`src/rtl/fpdiv_mant_arbiter_if.sv`:
```
// Handshake bundle between the FP divide lane front-ends, the mantissa arbiter and the shared divider.
interface fpdiv_mant_arbiter_if #(
  parameter int DATAWIDTH = 24,
  parameter int NREQ      = 2
);
  logic [NREQ-1:0]           req_valid;
  logic [NREQ-1:0]           req_ready;
  logic [NREQ*DATAWIDTH-1:0] req_dividend;
  logic [NREQ*DATAWIDTH-1:0] req_divisor;
  logic [NREQ-1:0]           resp_valid;
  logic [NREQ-1:0]           resp_ready;
  logic [DATAWIDTH-1:0]      resp_quotient;
  logic                      resp_dz;
  logic                      resp_err;
  logic                      busy;
  logic                      div_en;
  logic [2:0]                div_mode;
  logic [DATAWIDTH-1:0]      div_dividend;
  logic [DATAWIDTH-1:0]      div_divisor;
  logic                      div_isdone;
  logic [DATAWIDTH-1:0]      div_quotient;

  // arbiter view
  modport slave (
    input  req_valid, req_dividend, req_divisor, resp_ready, div_isdone, div_quotient,
    output req_ready, resp_valid, resp_quotient, resp_dz, resp_err, busy,
           div_en, div_mode, div_dividend, div_divisor
  );

  // requester + divider view
  modport master (
    output req_valid, req_dividend, req_divisor, resp_ready, div_isdone, div_quotient,
    input  req_ready, resp_valid, resp_quotient, resp_dz, resp_err, busy,
           div_en, div_mode, div_dividend, div_divisor
  );
endinterface

```
`src/rtl/fpdiv_mant_arbiter.sv`:
```
// Round-robin sharing of one iterative mantissa divider among NREQ lanes, with zero-divisor bypass.
// Optional divider watchdog enabled by defining FPDIV_ARB_TIMEOUT_EN.
module fpdiv_mant_arbiter #(
  parameter int DATAWIDTH = 24,
  parameter int NREQ      = 2,
  parameter int TIMEOUT   = 64
) (
  input logic                clk,
  input logic                rst,
  fpdiv_mant_arbiter_if.slave bus
);
  // state | meaning: IDLE arbitrate+accept | ISSUE pulse div_en | WAIT await done | RESP hold result
  typedef enum logic [1:0] {IDLE, ISSUE, WAIT, RESP} state_t;

  localparam int PW = (NREQ > 1) ? $clog2(NREQ) : 1;

  if (NREQ < 2 || NREQ > 4 || TIMEOUT < 2) begin : g_bad_param
    $error("fpdiv_mant_arbiter: unsupported parameter set");
  end

  state_t               state, state_nxt;
  logic [PW-1:0]        rr_ptr, gnt_idx, cur_idx, ptr_nxt;
  logic                 gnt_found, accept, timed_out, hold;
  logic [NREQ-1:0]      req_ready, resp_valid;
  logic [DATAWIDTH-1:0] opa, opb, quot, sel_dvd, sel_dsr;
  logic                 dz;
  logic [DATAWIDTH-1:0] dvd_arr [NREQ];
  logic [DATAWIDTH-1:0] dsr_arr [NREQ];
  logic [PW:0]          idx_w;

  always_comb begin
    for (int i = 0; i < NREQ; i++) begin
      dvd_arr[i] = bus.req_dividend[i*DATAWIDTH +: DATAWIDTH];
      dsr_arr[i] = bus.req_divisor[i*DATAWIDTH +: DATAWIDTH];
    end
  end

  // Scan from the highest offset down so the closest line to rr_ptr wins.
  always_comb begin
    gnt_found = 1'b0;
    gnt_idx   = '0;
    idx_w     = '0;
    for (int k = NREQ - 1; k >= 0; k--) begin
      idx_w = {1'b0, rr_ptr} + (PW+1)'(k);
      if (idx_w >= (PW+1)'(NREQ)) idx_w = idx_w - (PW+1)'(NREQ);
      if (bus.req_valid[idx_w[PW-1:0]]) begin
        gnt_found = 1'b1;
        gnt_idx   = idx_w[PW-1:0];
      end
    end
  end

  assign sel_dvd = dvd_arr[gnt_idx];
  assign sel_dsr = dsr_arr[gnt_idx];
  assign ptr_nxt = (cur_idx == PW'(NREQ - 1)) ? '0 : cur_idx + PW'(1);

  always_ff @(posedge clk) begin
    if (rst) state <= IDLE;
    else     state <= state_nxt;
  end

  always_comb begin
    state_nxt  = state;
    req_ready  = '0;
    resp_valid = '0;
    accept     = 1'b0;
    bus.div_en = 1'b0;
    case (state)
      IDLE: begin
        if (gnt_found && !hold && !rst) begin
          req_ready[gnt_idx] = 1'b1;
          accept             = 1'b1;
          state_nxt          = (sel_dsr == '0) ? RESP : ISSUE;
        end
      end
      ISSUE: begin
        bus.div_en = 1'b1;
        state_nxt  = WAIT;
      end
      WAIT: begin
        if (bus.div_isdone || timed_out) state_nxt = RESP;
      end
      RESP: begin
        resp_valid[cur_idx] = 1'b1;
        if (bus.resp_ready[cur_idx]) state_nxt = IDLE;
      end
      default: state_nxt = IDLE;
    endcase
  end

`ifdef FPDIV_ARB_TIMEOUT_EN
  localparam int CW = $clog2(TIMEOUT + 1);
  localparam int DW = $clog2(2 * DATAWIDTH + 1);

  logic [CW-1:0] wait_cnt;
  logic [DW-1:0] drain_cnt;
  logic          drain_pend;
  logic          err;

  assign timed_out = (state == WAIT) && !bus.div_isdone && (wait_cnt == CW'(TIMEOUT));
  assign hold      = drain_pend;

  // After a timeout the divider may still be running; keep it idle until it reports or has surely finished.
  always_ff @(posedge clk) begin
    if (rst) begin
      wait_cnt   <= '0;
      drain_cnt  <= '0;
      drain_pend <= 1'b0;
    end else begin
      if (state == ISSUE)     wait_cnt <= '0;
      else if (state == WAIT) wait_cnt <= wait_cnt + CW'(1);
      if (timed_out) begin
        drain_pend <= 1'b1;
        drain_cnt  <= '0;
      end else if (drain_pend) begin
        if (bus.div_isdone || drain_cnt == DW'(2 * DATAWIDTH - 1)) drain_pend <= 1'b0;
        else drain_cnt <= drain_cnt + DW'(1);
      end
    end
  end

  assign bus.resp_err = err;
`else
  assign timed_out    = 1'b0;
  assign hold         = 1'b0;
  assign bus.resp_err = 1'b0;
`endif

  always_ff @(posedge clk) begin
    if (rst) begin
      opa     <= '0;
      opb     <= '0;
      quot    <= '0;
      dz      <= 1'b0;
      cur_idx <= '0;
      rr_ptr  <= '0;
`ifdef FPDIV_ARB_TIMEOUT_EN
      err     <= 1'b0;
`endif
    end else begin
      if (accept) begin
        opa     <= sel_dvd;
        opb     <= sel_dsr;
        cur_idx <= gnt_idx;
        if (sel_dsr == '0) begin
          quot <= '1;
          dz   <= 1'b1;
`ifdef FPDIV_ARB_TIMEOUT_EN
          err  <= 1'b0;
`endif
        end
      end
      if (state == WAIT && bus.div_isdone) begin
        quot <= bus.div_quotient;
        dz   <= 1'b0;
`ifdef FPDIV_ARB_TIMEOUT_EN
        err  <= 1'b0;
      end else if (timed_out) begin
        quot <= '0;
        dz   <= 1'b0;
        err  <= 1'b1;
`endif
      end
      if (state == RESP && bus.resp_ready[cur_idx]) rr_ptr <= ptr_nxt;
    end
  end

  assign bus.req_ready     = req_ready;
  assign bus.resp_valid    = resp_valid;
  assign bus.resp_quotient = quot;
  assign bus.resp_dz       = dz;
  assign bus.busy          = (state != IDLE);
  assign bus.div_mode      = 3'd3;
  assign bus.div_dividend  = opa;
  assign bus.div_divisor   = opb;
endmodule

```
`src/flat_wrapper.sv`:
```
// flat-port wrapper written by rule: the top's interface ports become plain ports
module fpdiv_mant_arbiter_flat 
#(
  parameter int DATAWIDTH = 24,
  parameter int NREQ      = 2,
  parameter int TIMEOUT   = 64
)
  (clk, rst, bus_req_valid, bus_req_dividend, bus_req_divisor, bus_resp_ready, bus_div_isdone, bus_div_quotient, bus_req_ready, bus_resp_valid, bus_resp_quotient, bus_resp_dz, bus_resp_err, bus_busy, bus_div_en, bus_div_mode, bus_div_dividend, bus_div_divisor);
  fpdiv_mant_arbiter_if #(.DATAWIDTH(DATAWIDTH), .NREQ(NREQ)) bus_i ();
  input logic clk;
  input logic rst;
  input wire logic [$bits(bus_i.req_valid)-1:0] bus_req_valid;
  input wire logic [$bits(bus_i.req_dividend)-1:0] bus_req_dividend;
  input wire logic [$bits(bus_i.req_divisor)-1:0] bus_req_divisor;
  input wire logic [$bits(bus_i.resp_ready)-1:0] bus_resp_ready;
  input wire logic [$bits(bus_i.div_isdone)-1:0] bus_div_isdone;
  input wire logic [$bits(bus_i.div_quotient)-1:0] bus_div_quotient;
  output wire logic [$bits(bus_i.req_ready)-1:0] bus_req_ready;
  output wire logic [$bits(bus_i.resp_valid)-1:0] bus_resp_valid;
  output wire logic [$bits(bus_i.resp_quotient)-1:0] bus_resp_quotient;
  output wire logic [$bits(bus_i.resp_dz)-1:0] bus_resp_dz;
  output wire logic [$bits(bus_i.resp_err)-1:0] bus_resp_err;
  output wire logic [$bits(bus_i.busy)-1:0] bus_busy;
  output wire logic [$bits(bus_i.div_en)-1:0] bus_div_en;
  output wire logic [$bits(bus_i.div_mode)-1:0] bus_div_mode;
  output wire logic [$bits(bus_i.div_dividend)-1:0] bus_div_dividend;
  output wire logic [$bits(bus_i.div_divisor)-1:0] bus_div_divisor;
  assign bus_i.req_valid = bus_req_valid;
  assign bus_i.req_dividend = bus_req_dividend;
  assign bus_i.req_divisor = bus_req_divisor;
  assign bus_i.resp_ready = bus_resp_ready;
  assign bus_i.div_isdone = bus_div_isdone;
  assign bus_i.div_quotient = bus_div_quotient;
  assign bus_req_ready = bus_i.req_ready;
  assign bus_resp_valid = bus_i.resp_valid;
  assign bus_resp_quotient = bus_i.resp_quotient;
  assign bus_resp_dz = bus_i.resp_dz;
  assign bus_resp_err = bus_i.resp_err;
  assign bus_busy = bus_i.busy;
  assign bus_div_en = bus_i.div_en;
  assign bus_div_mode = bus_i.div_mode;
  assign bus_div_dividend = bus_i.div_dividend;
  assign bus_div_divisor = bus_i.div_divisor;
  fpdiv_mant_arbiter #(.DATAWIDTH(DATAWIDTH), .NREQ(NREQ), .TIMEOUT(TIMEOUT)) u_core (.clk(clk), .rst(rst), .bus(bus_i));
endmodule
```
`config.mk`:
```
export PLATFORM = sky130hd
export DESIGN_NAME = fpdiv_mant_arbiter_flat
export DESIGN_NICKNAME = d
export VERILOG_FILES = /design/src/rtl/fpdiv_mant_arbiter_if.sv /design/src/rtl/fpdiv_mant_arbiter.sv /design/src/flat_wrapper.sv
export SDC_FILE = /design/constraint.sdc
export NUM_CORES = 1
export LEC_CHECK = 0
export CAP_MARGIN = 10
export CORE_MARGIN = 3
export CORE_UTILIZATION = 37
export DETAILED_ROUTE_END_ITERATION = 10
export PLACE_DENSITY = 0.8
export RECOVER_POWER = 100
export SETUP_SLACK_MARGIN = 0.3
export SLEW_MARGIN = 25
export SYNTH_ARGS = -nofsm -noshare
export SYNTH_HDL_FRONTEND = slang
export SYNTH_SLANG_ARGS = --single-unit
```
`constraint.sdc`:
```
create_clock -name clk -period 2 [get_ports clk]
set_input_delay 0.4 -clock clk [delete_from_list [all_inputs] [get_ports clk]]
set_output_delay 0.4 -clock clk [all_outputs]
set_load 0.02 [all_outputs]
```
## Word-level counts from Yosys, hierarchy flattened

Index checks and enable logic that the tools add are counted.

| word-level totals | value |
|---|---|
| output and inout port bits | 83 |
| register bits after elaboration | 77 |
| logic and storage cells | 79 |

| cells by class | value |
|---|---|
| $lt $le $gt $ge | 9 |
| $add $sub $neg | 4 |
| reduce and logical (&&, ||, !) cells | 15 |
| equal/unequal tests | 6 |
| bitwise operators | 1 |
| mux-type cells | 37 |

Operators with widths:

| cell | number |
|---|---|
| $mux W24 | 9 |
| $logic_not A24 Y1 | 1 |
| $mux W1 | 18 |
| $mux W2 | 7 |
| $lt A1 B2 Y1 const B | 4 |
| $pmux W2 S4 | 1 |
| $reduce_bool A2 Y1 | 3 |
| $logic_and A1 B1 Y1 | 5 |
| $eq A2 B2 Y1 const B | 2 |
| $ge A2 B2 Y1 const B | 2 |
| $ne A2 B1 Y1 const B | 2 |
| $reduce_and A2 Y1 | 2 |
| $reduce_and A3 Y1 | 1 |
| $add A1 B1 Y2 const B | 1 |
| $demux W1 S1 | 2 |
| $eq A2 B1 Y1 const B | 1 |
| $ge A1 B1 Y1 const B | 2 |
| $ge A1 B2 Y1 const B | 1 |
| $logic_not A2 Y1 | 1 |
| $ne A2 B2 Y1 const B | 1 |
| $not A1 Y2 | 1 |
| $reduce_or A2 Y1 | 1 |
| $sub A1 B1 Y1 const B | 2 |
| $add A1 B1 Y1 const B | 1 |
| $logic_not A1 Y1 | 1 |

## Longest topological paths before layout

Gate-level depths: netlist (run 1).

| logic depth | value |
|---|---|
| word-level depth | 15 |
| depth in mapped cells | 7 |

## Worst setup path before layout (run 1)

Ideal clock, no wire load.

| timing | value |
|---|---|
| path kind | reg-to-output |
| start | reg u_core.state[0] |
| end | out bus_req_ready[0] |
| path slack | 0.032 ns |
| arrival time | 1.568 ns |
| cell stages (with the launch flop) | 7 |
| cells stage by stage | dfxtp_1 inv_1 ha_1 inv_1 nor3_4 clkbuf_1 and2_1 |

| on the way | value |
|---|---|
| longest elaborated chain between the ends | 2 |

Ends and longest elaborated chain:

| what | line | text |
|---|---|---|
| from (decl) | fpdiv_mant_arbiter.sv:21 | `state_t state, state_nxt;` |
| from (signal assigned) | fpdiv_mant_arbiter.sv:59 | `else state <= state_nxt;` |
| $logic_not A2 Y1 | fpdiv_mant_arbiter.sv:68 | `case (state)` |
| $mux W2 | fpdiv_mant_arbiter.sv:68 |  |
| to (decl) | flat_wrapper.sv:18 | `output wire logic [$bits(bus_i.req_ready)-1:0] bus_req_ready;` |

No other way between the ends.

## Worst setup path in the final report (run 1)

| timing | value |
|---|---|
| start | in bus_req_divisor[6] |
| end | reg u_core.quot[3], in the netlist u_core.bus.resp_quotient[3] |

| on the way | value |
|---|---|
| longest elaborated chain between the ends | 6 |

Ends and longest elaborated chain:

| what | line | text |
|---|---|---|
| from (decl) | flat_wrapper.sv:14 | `input wire logic [$bits(bus_i.req_divisor)-1:0] bus_req_divisor;` |
| $mux W24 (not written as such) (3 in series) | fpdiv_mant_arbiter.sv:54 | `assign sel_dsr = dsr_arr[gnt_idx];` |
| $logic_not A24 Y1 | fpdiv_mant_arbiter.sv:145 | `if (sel_dsr == '0) begin` |
| $reduce_bool A2 Y1 (no source line) | - |  |
| $reduce_and A2 Y1 (no source line) | - |  |
| to (signal assigned) | fpdiv_mant_arbiter.sv:154 | `quot <= bus.div_quotient;` |
| to (decl) | fpdiv_mant_arbiter.sv:25 | `logic [DATAWIDTH-1:0] opa, opb, quot, sel_dvd, sel_dsr;` |

No other way between the ends. The select of a mux whose other input is x is not followed.
A chain may end at the register's enable or synchronous reset.

==> results by stage, run 1 <==
Outcome:
- The flow ran to the end, and the final reports show no timing, DRC or antenna violations.

Worst setup path:
- Data on the critical path is required at its endpoint by 2.25 ns.
- The critical path is of the input port to flip-flop type.
- STA puts the critical path data arrival time at 2.06 ns.
- The worst setup path is captured at a flip-flop.
- The maximum fanout encountered on the critical timing path is 6.
- The type of origin of the critical path is an input port.

Synthesis:
- Of the post-synthesis cell area, the dominant cell type holds 0.451.
- The commonest register cell after synthesis is dfxtp_1.
- The cell type with the largest total area after synthesis is dfxtp_1.
- The unique cell type count in the Yosys netlist is 30.
- Of the synthesized area, sequential elements account for 0.451.
- By area the synthesized netlist is led by dfxtp_1 45%, mux2i_1 14%, o21ai_0 7.0%.
- The Yosys step of the flow raised 0 warnings.
- The synthesis-stage register bit count is 77.
- Summing every instance area after synthesis gives 3420 sq um.
- The post-synthesis area per instance is 8.88 sq um.
- After technology mapping, the gate count stands at 385.
- The number of enable-type register cells in the synthesized netlist is 0.
- Of all flip-flops after synthesis, the portion carrying an async set or reset was 0.

Finish:
- The final layout contains 740 nets.
- The number of fillers in the final layout is 784.
- The most common cell after layout, fill and taps aside is dlygate4sd2_1.
- The fraction of final layout cells sized beyond drive strength 1 is 0.144.
- The post-synthesis to final-layout area growth is 72.4%.
- In the layout the commonest cells are 83 x dlygate4sd2_1, 80 x clkdlybuf4s50_1, 77 x dfxtp_1.
- The number of antenna cells inserted is 0.

GRT:
- The global routing usage on met1 is 0.235.
- Entering global routing, the biggest net connects 51 pins.
- The fraction of met3 tracks used by global routing is 0.0642.
- Global routing finished with a remaining overflow of 0.
- The busiest metal layer after global routing is met2.
- The global routing met2 resource utilization is 0.403.
- The global-route wire length before repair is 17800 um.
- The number of antenna violations at the first check in global routing came to 0.
- The number of global-route vias before repair was 3714.
- The combined global-route utilization of all metal layers is 0.217.

Floorplan:
- The overall die height is 102 um.
- For this configuration, the core starts out at a cell density of 0.386.
- The floorplan step defined a die boundary enclosing 10400 sq um.
- Measured along the x axis, the die boundary spans 102 um.
- The row count is 34.
- The floorplan core area is 8850 sq um.
- The boundary pin count is 210.

Drt:
- In this run the remaining antenna-violating nets after routing total 0.
- The DRC violation count after routing is 0.
- The detailed-route wire length is 12000 um.
- The via density per instance is 5.16.
- Summing over every cut layer, the via total after detailed routing is 3721.
- The violation count after the first detailed-route iteration is 95.
- The routed wire length per instance is 16.6 um.
- The count of TritonRoute iterations in the first routing pass is 5.

Timing:
- Subtracting the final worst setup slack from the clock period gives 1.81 ns.
- The maximum clock frequency is 554 MHz.
- The final hold violation count came to 0.
- The worst slew margin relative to its limit is 0.443.
- The number of endpoints failing setup at the final stage is 0.
- At the pin with the least slew margin, the transition time is 0.836 ns.
- The portion of the clock cycle consumed by the worst path in the final layout is 0.903.
- The number of slew-limit violations in the final report is 0.
- Setup repair after global routing could not meet its margin everywhere.
- The final clock skew is 0.0100 ns.
- Hold timing on the final database bottoms out at a slack of 0.389 ns.

Clock network:
- The clock passes through at most 2 buffers.
- TritonCTS created 9 clock buffers.
- The clock sink count is 77.
- The H-tree level count is 3.
- The latest clock arrival within the worst-skew pair is 0.33 ns.
- The number of hold buffers added after CTS was 0.
- The library cell used as clock root buffer is clkbuf_8.
- The CTS tree is built.
- Clock-pin slew was measured on the worst setup and hold paths at 0.09 ns.

Placement:
- Port buffering added 205 buffers.
- The routability-driven placement congestion ratio is 0.828.
- Detailed placement ended at an HPWL of 8650 um.

Worst hold path:
- The class of the tightest hold or removal check is input port to flip-flop.

Job:
- The tool flagged a number of max-cap violations equal to 0.

Pwr:
- The analysis attributes to cell leakage a power of 2.66 nW.
- Across the VDD grid, the largest voltage drop is 0.466 mV.
- In this run the power density over the cells is 706 nW/um^2.
- The total power consumption of the routed design is 4.16 mW.
final timing paths:
check / startpoint / end / slack, ns / cells after the start
max: bus_req_divisor[6] / u_core.bus.resp_quotient[3] / 0.19 / 9
min: bus_req_divisor[5] / u_core.bus.div_divisor[5] / 0.39 / 3
max reg2reg: u_core.state[1] / u_core.bus.resp_quotient[3] / 0.22 / 9
min reg2reg: u_core.bus.resp_dz / u_core.bus.resp_dz / 0.46 / 2
timing repair:
item / 4_1_cts / 5_1_grt
gates resized for setup: 152 / 57
setup buffers: 8 / 0
gates cloned: 3 / 0
setup endpoints to repair: 96 / 57
pin swaps: 24 / 9
where the power goes:
part           internal [mW]  switching (mW)  leakage, nW
Combinational          0.545           0.656         1.93
Clock                  0.640           0.551       0.0947
Sequential              1.69          0.0810        0.632
Total                   2.87            1.29         2.66
through the flow:
step / instance area [sq um] / utilization / std cells / setup TNS [ns] / worst slack (ns)
global route: 5890 / 0.666 / 721 / 0 / 0.125
global placement: 5680 / 0.642 / 695 / -8.99 / -0.367
finish: 5890 / 0.666 / 721 / 0 / 0.194
floorplan: 3440 / - / 387 / 0 / 0.301
CTS: 6070 / 0.686 / 721 / 0 / 0.243
detailed placement: 5680 / 0.642 / 695 / -10.08 / -0.360
worst max-delay path, stage by stage:
cell           delay, ns
dlygate4sd2_1       0.25
nor4_2              0.28
buf_4               0.16
nand4_1             0.06
and4b_2             0.34
o21ai_4             0.08
clkbuf_2            0.19
buf_16              0.16
a21oi_1             0.13
Yosys cell counts (all sizes together), types with 2 or more instances:
cell    instances
clkbuf         17
conb            2
nor2           54
nor3            2
and2            3
a21oi          26
inv             7
o21ai          50
nor2b           2
nand4           3
ha              4
nand3          24
buf            17
nand2           5
mux2i          49
a211oi         25
dfxtp          77
nor4           12
cells by family (layout without fill, tap and decap cells):
family,after synthesis,after routing,synth area share
AOI/OAI and AO/OA,106,106,0.184
adders and majority gates,4,4,0.0146
buffers and inverters,41,267,0.0575
DFF,77,77,0.451
muxes,49,49,0.144
other,2,4,0.00220
and+or+nand+nor,106,106,0.147
final cells by class:
cell class / count / area, sq um / area share
Inverter: 7 / 28.8 / 0.00488
Clock buffer: 12 / 155 / 0.0263
Clock inverter: 3 / 45.0 / 0.00764
Timing Repair Buffer: 245 / 2140 / 0.363
Multi-Input combinational cell: 269 / 1850 / 0.314
Tap cell: 108 / 135 / 0.0229
Sequential cell: 77 / 1540 / 0.262
state kept, by name, summed over array words and instances (netlist names):
register and cells:
u_core.rr_ptr 1, u_core.bus.div_divisor 24, u_core.bus.resp_quotient 24, u_core.bus.div_dividend 24
u_core.bus.resp_dz 1, u_core.state 2, u_core.cur_idx 1
metal layers:
layer / vias up / routed length (um) / part of all wire
met5: - / 0 / 0
met2: 160 / 6190 / 0.52
met3: 17 / 1040 / 0.086
li1: 1823 / - / -
met1: 1721 / 4550 / 0.38
met4: 0 / 211 / 0.018
Note: power is estimated with default switching activity, not from simulation.
==> run 2: changes to the inputs <==
ABC_CLOCK_PERIOD_IN_PS = 2000   (was default)
==> results of run 2 <==
Final layout, timing and power as in run 1 (identical DEF).
==> run 3: changes to the inputs <==
GPL_ROUTABILITY_DRIVEN = 0   (was default)
GPL_TIMING_DRIVEN = 0   (was default)
==> run 3 against run 2 <==
Largest power group unchanged. Fmax is 4.6% lower. Non-clock buffer count is 17 higher. Hold slack worse by 0.011 ns.
==> results by stage, run 3 (synthesis gave the netlist of run 1 again) <==
Outcome:
- The flow ran to the end, and the final reports show no timing, DRC or antenna violations.

Worst setup path:
- The largest single stage delay on the critical path is 0.34 ns.
- Measured in cells, the most critical reg-to-reg path has a length of 8.
- The maximum fanout encountered on the critical timing path is 3.
- The cell depth of the worst setup path is 7.
- The largest individual stage delay along the critical path comes from the cell dfxtp_1.
- STA puts the critical path data required time at 1.60 ns.
- The number of buffer and inverter stages on the critical path is 4.
- The worst register-to-register path ends at u_core.bus.div_dividend[6].
- The element type at the critical path end is an output port.
- The worst setup path is launched from a flip-flop.
- The critical path class is flip-flop to output port.
- The data arrival time of the critical path is 1.49 ns.
- Walking the worst path, the cells encountered are inv_2, ha_4, inv_4, nor3_4, clkbuf_8, and2_4, buf_6.
- The slack of the worst reg-to-reg path is 0.16 ns.
- In this design, the largest share of critical-path delay is due to buffers and inverters.
- In this run the critical register-to-register path is launched from u_core.state[0].

Placement:
- The number of I/O port buffers is 205.
- After detailed placement, the total cell area comes to 5620 sq um.
- The placed wire-length estimate is 9470 um.
- Timing analysis after detailed placement gives a worst setup slack of -0.804 ns.

Clock network:
- The number of buffers added to fix hold violations after cts is 0.
- The clock net in this run drives a total of 77 sinks.
- CTS built an H-tree with a depth of 3.
- TritonCTS built the clock tree.
- The clock reaches the later pin of the worst-skew pair after 0.35 ns.
- The number of buffers added by the clock tree synthesis step is 9.
- The library cell used as clock root buffer is clkbuf_8.
- The CTS clock-pin slew for the worst setup and hold paths is 0.09 ns.
- Counting along the longest clock path gives a buffer depth of 2.

Finish:
- The area of the multi-input gates is 1820 sq um.
- The top cell types in the final layout, fill and taps aside, are 86 x clkdlybuf4s50_1, 76 x dlygate4sd2_1, 76 x dfxtp_1.
- The share of the core filled with cells in the final layout is 0.680.
- The net count of the finished layout is 757.
- The post-synthesis to final-layout area growth is 76.0%.
- The number of antenna diodes in the final layout is 0.
- In the final layout, the share of cells above drive strength 1 is 0.144.
- Leaving out fill and tap cells, the most frequent cell in the layout is clkdlybuf4s50_1.
- The number of fillers in the final layout is 804.
- The total non-filler cell area in the finished layout is 6010 sq um.
- The area occupied by registers is 1540 sq um.

Timing:
- After layout, the minimum clock period comes to 1.89 ns.
- The number of slew-limit violations in the final report was 0.
- The worst slew margin relative to its limit is 0.662.
- The final worst slack is 0.107 ns.
- Dividing the final minimum period by the clock period gives 0.946.
- At the pin with the least slew margin, the transition time is 0.507 ns.
- Clock skew on the completed layout was measured at 0.0117 ns.
- Setup repair after global routing could not meet its margin everywhere.
- Based on the critical path, the design can be clocked at up to 528 MHz.
- The final hold violation count is 0.
- The number of endpoints failing setup at the final stage is 0.

Floorplan:
- The floorplan core area is 8850 sq um.
- The die covers 10400 sq um.
- 210 I/O pins were placed.
- The overall die height is 102 um.
- The die width is 102 um.
- After floorplanning, the core was divided into 34 placement rows.
- The initial utilization of the core area, before any placement, comes to 0.386.

GRT:
- The first global-routing pass estimated 19000 um of wire.
- The combined global-route utilization of all metal layers is 0.230.
- The total overflow left after global routing is 0.
- Entering global routing, the biggest net connects 15 pins.
- The number of global-route vias before repair is 3842.
- The number of antenna violations at the first check in global routing is 0.

Pwr:
- The static leakage is 2.87 nW.
- The worst-case IR drop observed on VDD is 0.404 mV.
- Dividing total power by cell area gives a power density of 714 nW/um^2.

Drt:
- The total via count after detailed routing is 3841.
- For this block, the routed nets add up to 12700 um of wire.
- For this block, the initial DRC count from the detailed router was 109.
- For this run, the detailed router's first-pass iteration total came to 4.
- The detail route stage leaves a number of antenna-violating nets equal to 0.
- Dividing the detail-routed wire length by the instance count gives 17.2 um.
- The via density per instance is 5.20.
- In the routed design, unresolved DRC markers number 0.

Job:
- The max-capacitance violation count is 0.

Worst hold path:
- The depth of the worst hold-timing path is 3.
- The worst hold path belongs to the class input port to flip-flop.
- The endpoint of the worst hold path is u_core.bus.div_divisor[3].
- The start point of the worst hold path is bus_req_divisor[27].
## run 3: cell count changes in the layout (fill, tap and decap cells not counted), moves of 3 or more
cell             delta
a21oi_1             +3
clkbuf_2            +7
dlygate4sd2_1       -7
buf_2               +3
buf_4              -11
dlymetal6s2s_1     +15
clkdlybuf4s50_1     +6
buf_6               +4
## run 3: worst max path at each step
stage,startpoint,end
after floorplan,u_core.state[0],bus_req_ready[0]
after global placement,bus_req_valid[0],bus_req_ready[0]
after detailed placement,bus_req_valid[0],bus_req_ready[0]
after CTS,u_core.state[1],bus_req_ready[0]
after global routing,u_core.state[0],bus_req_ready[1]
final,u_core.state[0],bus_req_ready[0]
## run 3: timing repair
item	4_1_cts	5_1_grt
cloned	2	0
pin swaps	19	22
setup endpoints to repair	133	70
setup buffers	17	4
resized for setup	161	61
endpoints found under the hold margin	0	0
## run 3: final cells by class
class | count | share of cell area
Clock buffer | 10 | 0.0229
Sequential cell | 77 | 0.257
Multi-Input combinational cell | 269 | 0.303
Buffer | 34 | 0.0316
Timing Repair Buffer | 228 | 0.347
Tap cell | 108 | 0.0225
Inverter | 7 | 0.00478
Clock inverter | 6 | 0.0116
## run 3: per-stage QoR
stage                     cells  hold slack [ns]  TNS (ns)  power, mW
final                       739            0.378         0       4.29
after detailed placement    700            0.460    -13.02       3.11
after CTS                   735            0.475         0       4.31
after floorplan             387            0.502         0       2.40
after global routing        739            0.408         0       4.50
after global placement      700            0.448    -10.47       3.08
## run 3: where the power goes
group	internal, mW	switching (mW)	total (mW)
logic	0.612	0.684	1.30
clock network	0.619	0.604	1.22
registers	1.69	0.0843	1.77
total	2.92	1.37	4.29
## run 3: metal layers
metal	track usage	wire length [um]
met5	0	0
met4	0.0676	231
met3	0.0635	1030
met2	0.425	6650
met1	0.257	4810
## run 3: tightest hold or removal path, stage by stage
cell      delay (ns)
clkbuf_2        0.11
mux2i_1         0.07
o21ai_0         0.12
==> edit 1 (settings of run 3) <==
`DATAWIDTH` is set to 24 in 3 places; all go to 12.
--- a/src/rtl/fpdiv_mant_arbiter_if.sv
+++ b/src/rtl/fpdiv_mant_arbiter_if.sv
@@ -1,6 +1,6 @@
 // Handshake bundle between the FP divide lane front-ends, the mantissa arbiter and the shared divider.
 interface fpdiv_mant_arbiter_if #(
-  parameter int DATAWIDTH = 24,
+  parameter int DATAWIDTH = 12,
   parameter int NREQ      = 2
 );
   logic [NREQ-1:0]           req_valid;
--- a/src/rtl/fpdiv_mant_arbiter.sv
+++ b/src/rtl/fpdiv_mant_arbiter.sv
@@ -1,7 +1,7 @@
 // Round-robin sharing of one iterative mantissa divider among NREQ lanes, with zero-divisor bypass.
 // Optional divider watchdog enabled by defining FPDIV_ARB_TIMEOUT_EN.
 module fpdiv_mant_arbiter #(
-  parameter int DATAWIDTH = 24,
+  parameter int DATAWIDTH = 12,
   parameter int NREQ      = 2,
   parameter int TIMEOUT   = 64
 ) (
--- a/src/flat_wrapper.sv
+++ b/src/flat_wrapper.sv
@@ -1,7 +1,7 @@
 // flat-port wrapper written by rule: the top's interface ports become plain ports
 module fpdiv_mant_arbiter_flat 
 #(
-  parameter int DATAWIDTH = 24,
+  parameter int DATAWIDTH = 12,
   parameter int NREQ      = 2,
   parameter int TIMEOUT   = 64
 )
Interface: changed (6 resized); port bits go from 210 to 114. No check against the original RTL was run, so the function may have changed too.
==> edit 1 against run 3 <==
Register-to-register slack gained 30 ps; final area shrank 40%; clock skew grew 2.8 ps; combinational power shrank 37%; power shrank 46%; worst setup slack gained 81 ps; wire length shrank 50%; maximum frequency grew 4.4%; synthesized area shrank 39%; non-clock buffer count shrank 114; sequential cell count shrank 36; global-route usage shrank 4.5 points.
==> edit 1: results (changes against run 3) <==
status:
  status: "completed"
drt:
  wire_per_inst_um: 15.4  # -11%
  dr_total_vias: 2028  # -47%
  dr.first_iter.drc_count: 44  # -60%
  first_pass_iters: 7  # +3
  viasPerCell: 4.86  # -6.4%
cells_and_area:
  final_layout_size_suffix_gt1_share_pct: 23.1  # +8.6 points
  fill_cells: 448  # -44%
  nets: 417  # -45%
  diodes: 0  # unchanged
sta:
  holdWs_ps: 464  # +86.1 ps
  slew_headroom_pct: 59.0  # -7.2 points
  clock_skew_ps: 14.4  # +2.77 ps
  min_period_ps: 1810  # -80.6 ps
synthesis:
  avgSynthCellArea_sq_um: 10.0  # +13%
  yosysUniqueCellTypes: 34  # +13%
  yosys_warnings: 0  # unchanged
  ys_top_cells_by_area: "dfxtp_1, mux2i_1, o22ai_2"
  synth_commonest_cells: "dfxtp_1, mux2i_1, nor2_1"
  synth-seq-area-share_pct: 39.2  # -5.9 points
worst_hold_path:
  hold_start: "bus_req_divisor[23]"
  whs_endpoint: "u_core.bus.div_divisor[11]$_SDFFE_PP0P_"
critical_path:
  cp-startpoint: "u_core.state[1]$_SDFFE_PP0P_"
  reg2reg_slack_ps: 190  # +30 ps
  cp_data_arrival_time_ps: 2040  # +550 ps
  r2r_end: "u_core.bus.resp_quotient[7]$_SDFFE_PP0P_"
  rr_worst_depth: 9  # +1
  critPathMaxFanout: 10  # +7
  r2r-start: "u_core.state[1]$_SDFFE_PP0P_"
  worstSetupPathType: "register to register"
power_and_ir_drop:
  p_leak_nw: 1.61  # -44%
  irDropWorstVdd_v: 0.000415  # +2.7%
global_route:
  grt_max_degree: 14  # -1
  grt_util_all_layers_pct: 18.5  # -4.5 points
  grt_pass1_wl_um: 9430  # -50%
place:
  dp_hpwl_um: 4690  # -50%
  port_buffers: 108  # -47%
  dp_slack_ps: -704  # +99.5 ps
  post-place-cells: 389  # -44%
clock_network:
  clk_latency_ps: 300  # -50 ps
  cts-root-buf: "clkbuf_8"
  post_cts_buffers: 12  # -5
  h-tree-depth: 2  # -1
  postCtsResizedCells: 45  # -72%
  cts_made_buffers: 5  # -4
-- edit 1: cell count changes after synthesis, sizes merged, moves of 3 or more --
cell,change
o22ai,+12
clkbuf,-13
nand2b,+3
nor4,-6
dfxtp,-36
nand3b,+12
nand3,-21
a211oi,-13
nor2,-37
mux2i,-12
a21oi,-22
o21ai,-35
-- edit 1: layout make-up --
cell class,instances,share of cell area [%]
clock buffer,6,2.31
clock inverter,2,0.384
inverter,5,0.524
tap,70,2.45
buffer,20,5.17
sequential,41,23.0
multi-input combinational,145,32.9
timing repair buffer,128,33.2
-- edit 1: layer usage --
layer	part of all wire [%]	wire length (um)	global-route usage, %	vias up
met5	0	0	0	-
met2	55	3510	35.4	64
li1	-	-	-	1029
met3	5.6	357	3.88	2
met4	0.56	36	5.07	0
met1	39	2510	20.2	933
-- edit 1: logic make-up (layout without fill, tap and decap cells) --
group                    Yosys count  count (layout)  synth area share (%)
flip-flops                        41              41                  39.2
other                              2               4                 0.358
AO/OA/AOI/OAI                     46              46                  17.1
buffers and inverters             25             161                  7.34
multiplexers                      38              38                  18.4
AND/OR/NAND/NOR                   53              53                  15.3
adder cells (fa/ha/maj)            4               4                  2.39
-- edit 1: stage by stage --
stage	cell area, sq um	utilization [%]
final	3580	67.5
after global routing	3580	67.5
after CTS	3530	66.6
after detailed placement	3270	61.7
after global placement	3270	61.7
after floorplan	2100	-
-- edit 1: critical path, cell delays in order, from the launching register on --
cell,delay [ps]
dfxtp_2,340
inv_2,80
ha_4,150
nand2b_4,60
nor2_4,120
buf_6,130
clkbuf_1,280
nand2_1,170
clkbuf_4,250
o22ai_2,150
-- edit 1: power by group --
group	switching, mW	internal (mW)	leakage (nW)
Sequential	0.0442	0.896	0.337
Combinational	0.389	0.432	1.22
Clock	0.286	0.280	0.0512
Total	0.719	1.61	1.61
==> edit 2 (config.mk and constraints of run 3) <==
Made on the original files. Re-encode `state_t` (4 states) as one-hot, 4 bits wide.
--- a/src/rtl/fpdiv_mant_arbiter.sv
+++ b/src/rtl/fpdiv_mant_arbiter.sv
@@ -10,7 +10,7 @@
   fpdiv_mant_arbiter_if.slave bus
 );
   // state | meaning: IDLE arbitrate+accept | ISSUE pulse div_en | WAIT await done | RESP hold result
-  typedef enum logic [1:0] {IDLE, ISSUE, WAIT, RESP} state_t;
+  typedef enum logic [3:0] {IDLE = 4'b0001, ISSUE = 4'b0010, WAIT = 4'b0100, RESP = 4'b1000} state_t;
 
   localparam int PW = (NREQ > 1) ? $clog2(NREQ) : 1;
 
Check against the original RTL: no difference found for any inputs over 10 cycles, from zero or initial values and one cycle with rst high; not proved beyond that.
==> edit 2 against run 3 <==
Wire length up 1.3%; maximum frequency down 21%; worst setup slack worse by 510 ps; largest cell class unchanged; sequential cell count up 2; die area up 3.4%; critical path depth down 2; the flow now finishes with violations (negative setup slack); non-clock buffer count up 17; final area up 11%; power down 0.40%; synthesized area up 3.7%; sequential share of layout area down 1.9 points.
==> edit 2: results (changes against run 3) <==
synthesis:
  yosysUniqueCellTypes: 30  # unchanged
  synth_commonest_cells: "dfxtp_1, mux2i_1, o21ai_0"
  ys_top_cells_by_area: "dfxtp_1, mux2i_1, o21ai_0"
  synth-compound-area-share_pct: 13.5  # -4.9 points
  ys_ff_latch: 79  # +2.6%
  synth-seq-area-share_pct: 44.6  # -0.46 points
  synth_xor_area_share_pct: 0.247  # +0.25 points
  synth_cells: 363  # -5.7%
  synth_fa_ha_area_share_pct: 0  # -1.5 points
  synthMuxAreaShare_pct: 20.9  # +6.6 points
sta:
  finalSetupViolCount: 81  # +81
  clock_skew_ps: 8.62  # -3.05 ps
  fin_ws_ps: -400  # -508 ps
  slew_headroom_pct: 55.9  # -10 points
  final.setup.tns_ps: -10390  # -10390 ps
critical_path:
  critPathMaxFanout: 7  # +4
  slowest_stage: "or4b_4"
  path_delay_family: "simple AND/OR/NAND/NOR gates"
  cp_data_arrival_time_ps: 2000  # +510 ps
  max_stage_delay_ps: 520  # +180 ps
cells_and_area:
  clock_area_share_pct: 2.48  # -0.97 points
  buffers_excl_clock: 279  # +6.5%
  diodes: 0  # unchanged
  n_all_inverters: 1  # -6
  buffer_area_share_pct: 39.6  # +1.7 points
  nMultiInputCombCells: 250  # -7.1%
  seqAreaFraction_pct: 23.8  # -1.9 points
  final_layout_size_suffix_gt1_share_pct: 23.5  # +9.1 points
  finalNonFillerCells: 754  # +2.0%
  n_clock_buffer: 10  # unchanged
  multi_input_area_sq_um: 2110  # +16%
  fill_cells: 734  # -8.7%
status:
  violations: "negative setup slack"
  status: "complete, but fails checks"
power_and_ir_drop:
  seq_power_share_pct: 42.5  # +1.2 points
  p_leak_nw: 3.04  # +6.1%
  clk-power_mw: 1.02  # -16%
  p_switching_mw: 1.37  # -0.31%
  irDropWorstVdd_v: 0.000384  # -4.9%
  sw_frac_of_total_pct: 32.0  # about the same
clock_network:
  h-tree-depth: 3  # unchanged
  cts_buffer_depth: 2  # unchanged
  cts_made_buffers: 9  # unchanged
  cts-root-buf: "clkbuf_8"
drt:
  wire_per_inst_um: 17.1  # -0.73%
  viasPerCell: 5.02  # -3.5%
  dr.first_iter.drc_count: 110  # +0.92%
place:
  port_buffers: 204  # -0.49%
  postPlaceCellArea_sq_um: 5770  # +2.6%
  dp_hpwl_um: 8960  # -5.4%
  post-place-cells: 698  # -0.29%
global_route:
  met1_usage_pct: 25.9  # +0.25 points
  grt_util_met3_pct: 5.98  # -0.37 points
  grt_pass1_wl_um: 20000  # +5.2%
  grt_pass1_vias: 3930  # +2.3%
  grt_max_degree: 14  # -1
  grt_util_all_layers_pct: 22.9  # -0.060 points
  grt_use_met2_pct: 40.7  # -1.8 points
worst_hold_path:
  worstHoldPathType: "register to register"
-- edit 2: cell count changes after synthesis, sizes merged, moves of 4 or more --
cell	delta
mux2i	+25
ha	-4
inv	-6
nand3b	+25
a21oi	-23
nor2	-24
nand3	-24
-- edit 2: through the flow --
stage | hold slack (ps) | util (%) | worst slack, ps
after CTS | 474 | 70.7 | -440
after detailed placement | 461 | 62.1 | -1410
after global placement | 460 | 62.1 | -1360
final | 473 | 71.8 | -400
after global routing | 502 | 71.8 | -477
after floorplan | 477 | - | -53.9
-- edit 2: metal layers --
| layer | part of all wire [%] | up-vias |
|---|---|---|
| met2 | 52 | 142 |
| met5 | 0 | - |
| met3 | 6.4 | 28 |
| met1 | 39 | 1784 |
| met4 | 3.0 | 0 |
| li1 | - | 1828 |
-- edit 2: timing repair --
| action | CTS | global route |
|---|---|---|
| endpoints found under the setup margin | 137 | 103 |
| cloned | 7 | 2 |
| buffers inserted | 24 | 7 |
| pin swaps | 20 | 7 |
| resized for setup | 230 | 51 |
| hold buffers | 0 | 0 |
-- edit 2: worst paths after layout --
| check | depth (start not counted) | to | slack, ps | from |
|---|---|---|---|---|
| worst max-delay path | 5 | bus_req_ready[1] | -400 | u_core.state[0]$_SDFFE_PP1P_ |
| worst min-delay path | 2 | u_core.bus.resp_dz$_SDFFE_PP0P_ | 470 | u_core.bus.resp_dz$_SDFFE_PP0P_ |
| worst max register to register | 14 | u_core.bus.resp_quotient[3]$_SDFFE_PP0P_ | -210 | u_core.state[2]$_SDFFE_PP0P_ |
| worst min register to register | 2 | u_core.bus.resp_dz$_SDFFE_PP0P_ | 470 | u_core.bus.resp_dz$_SDFFE_PP0P_ |
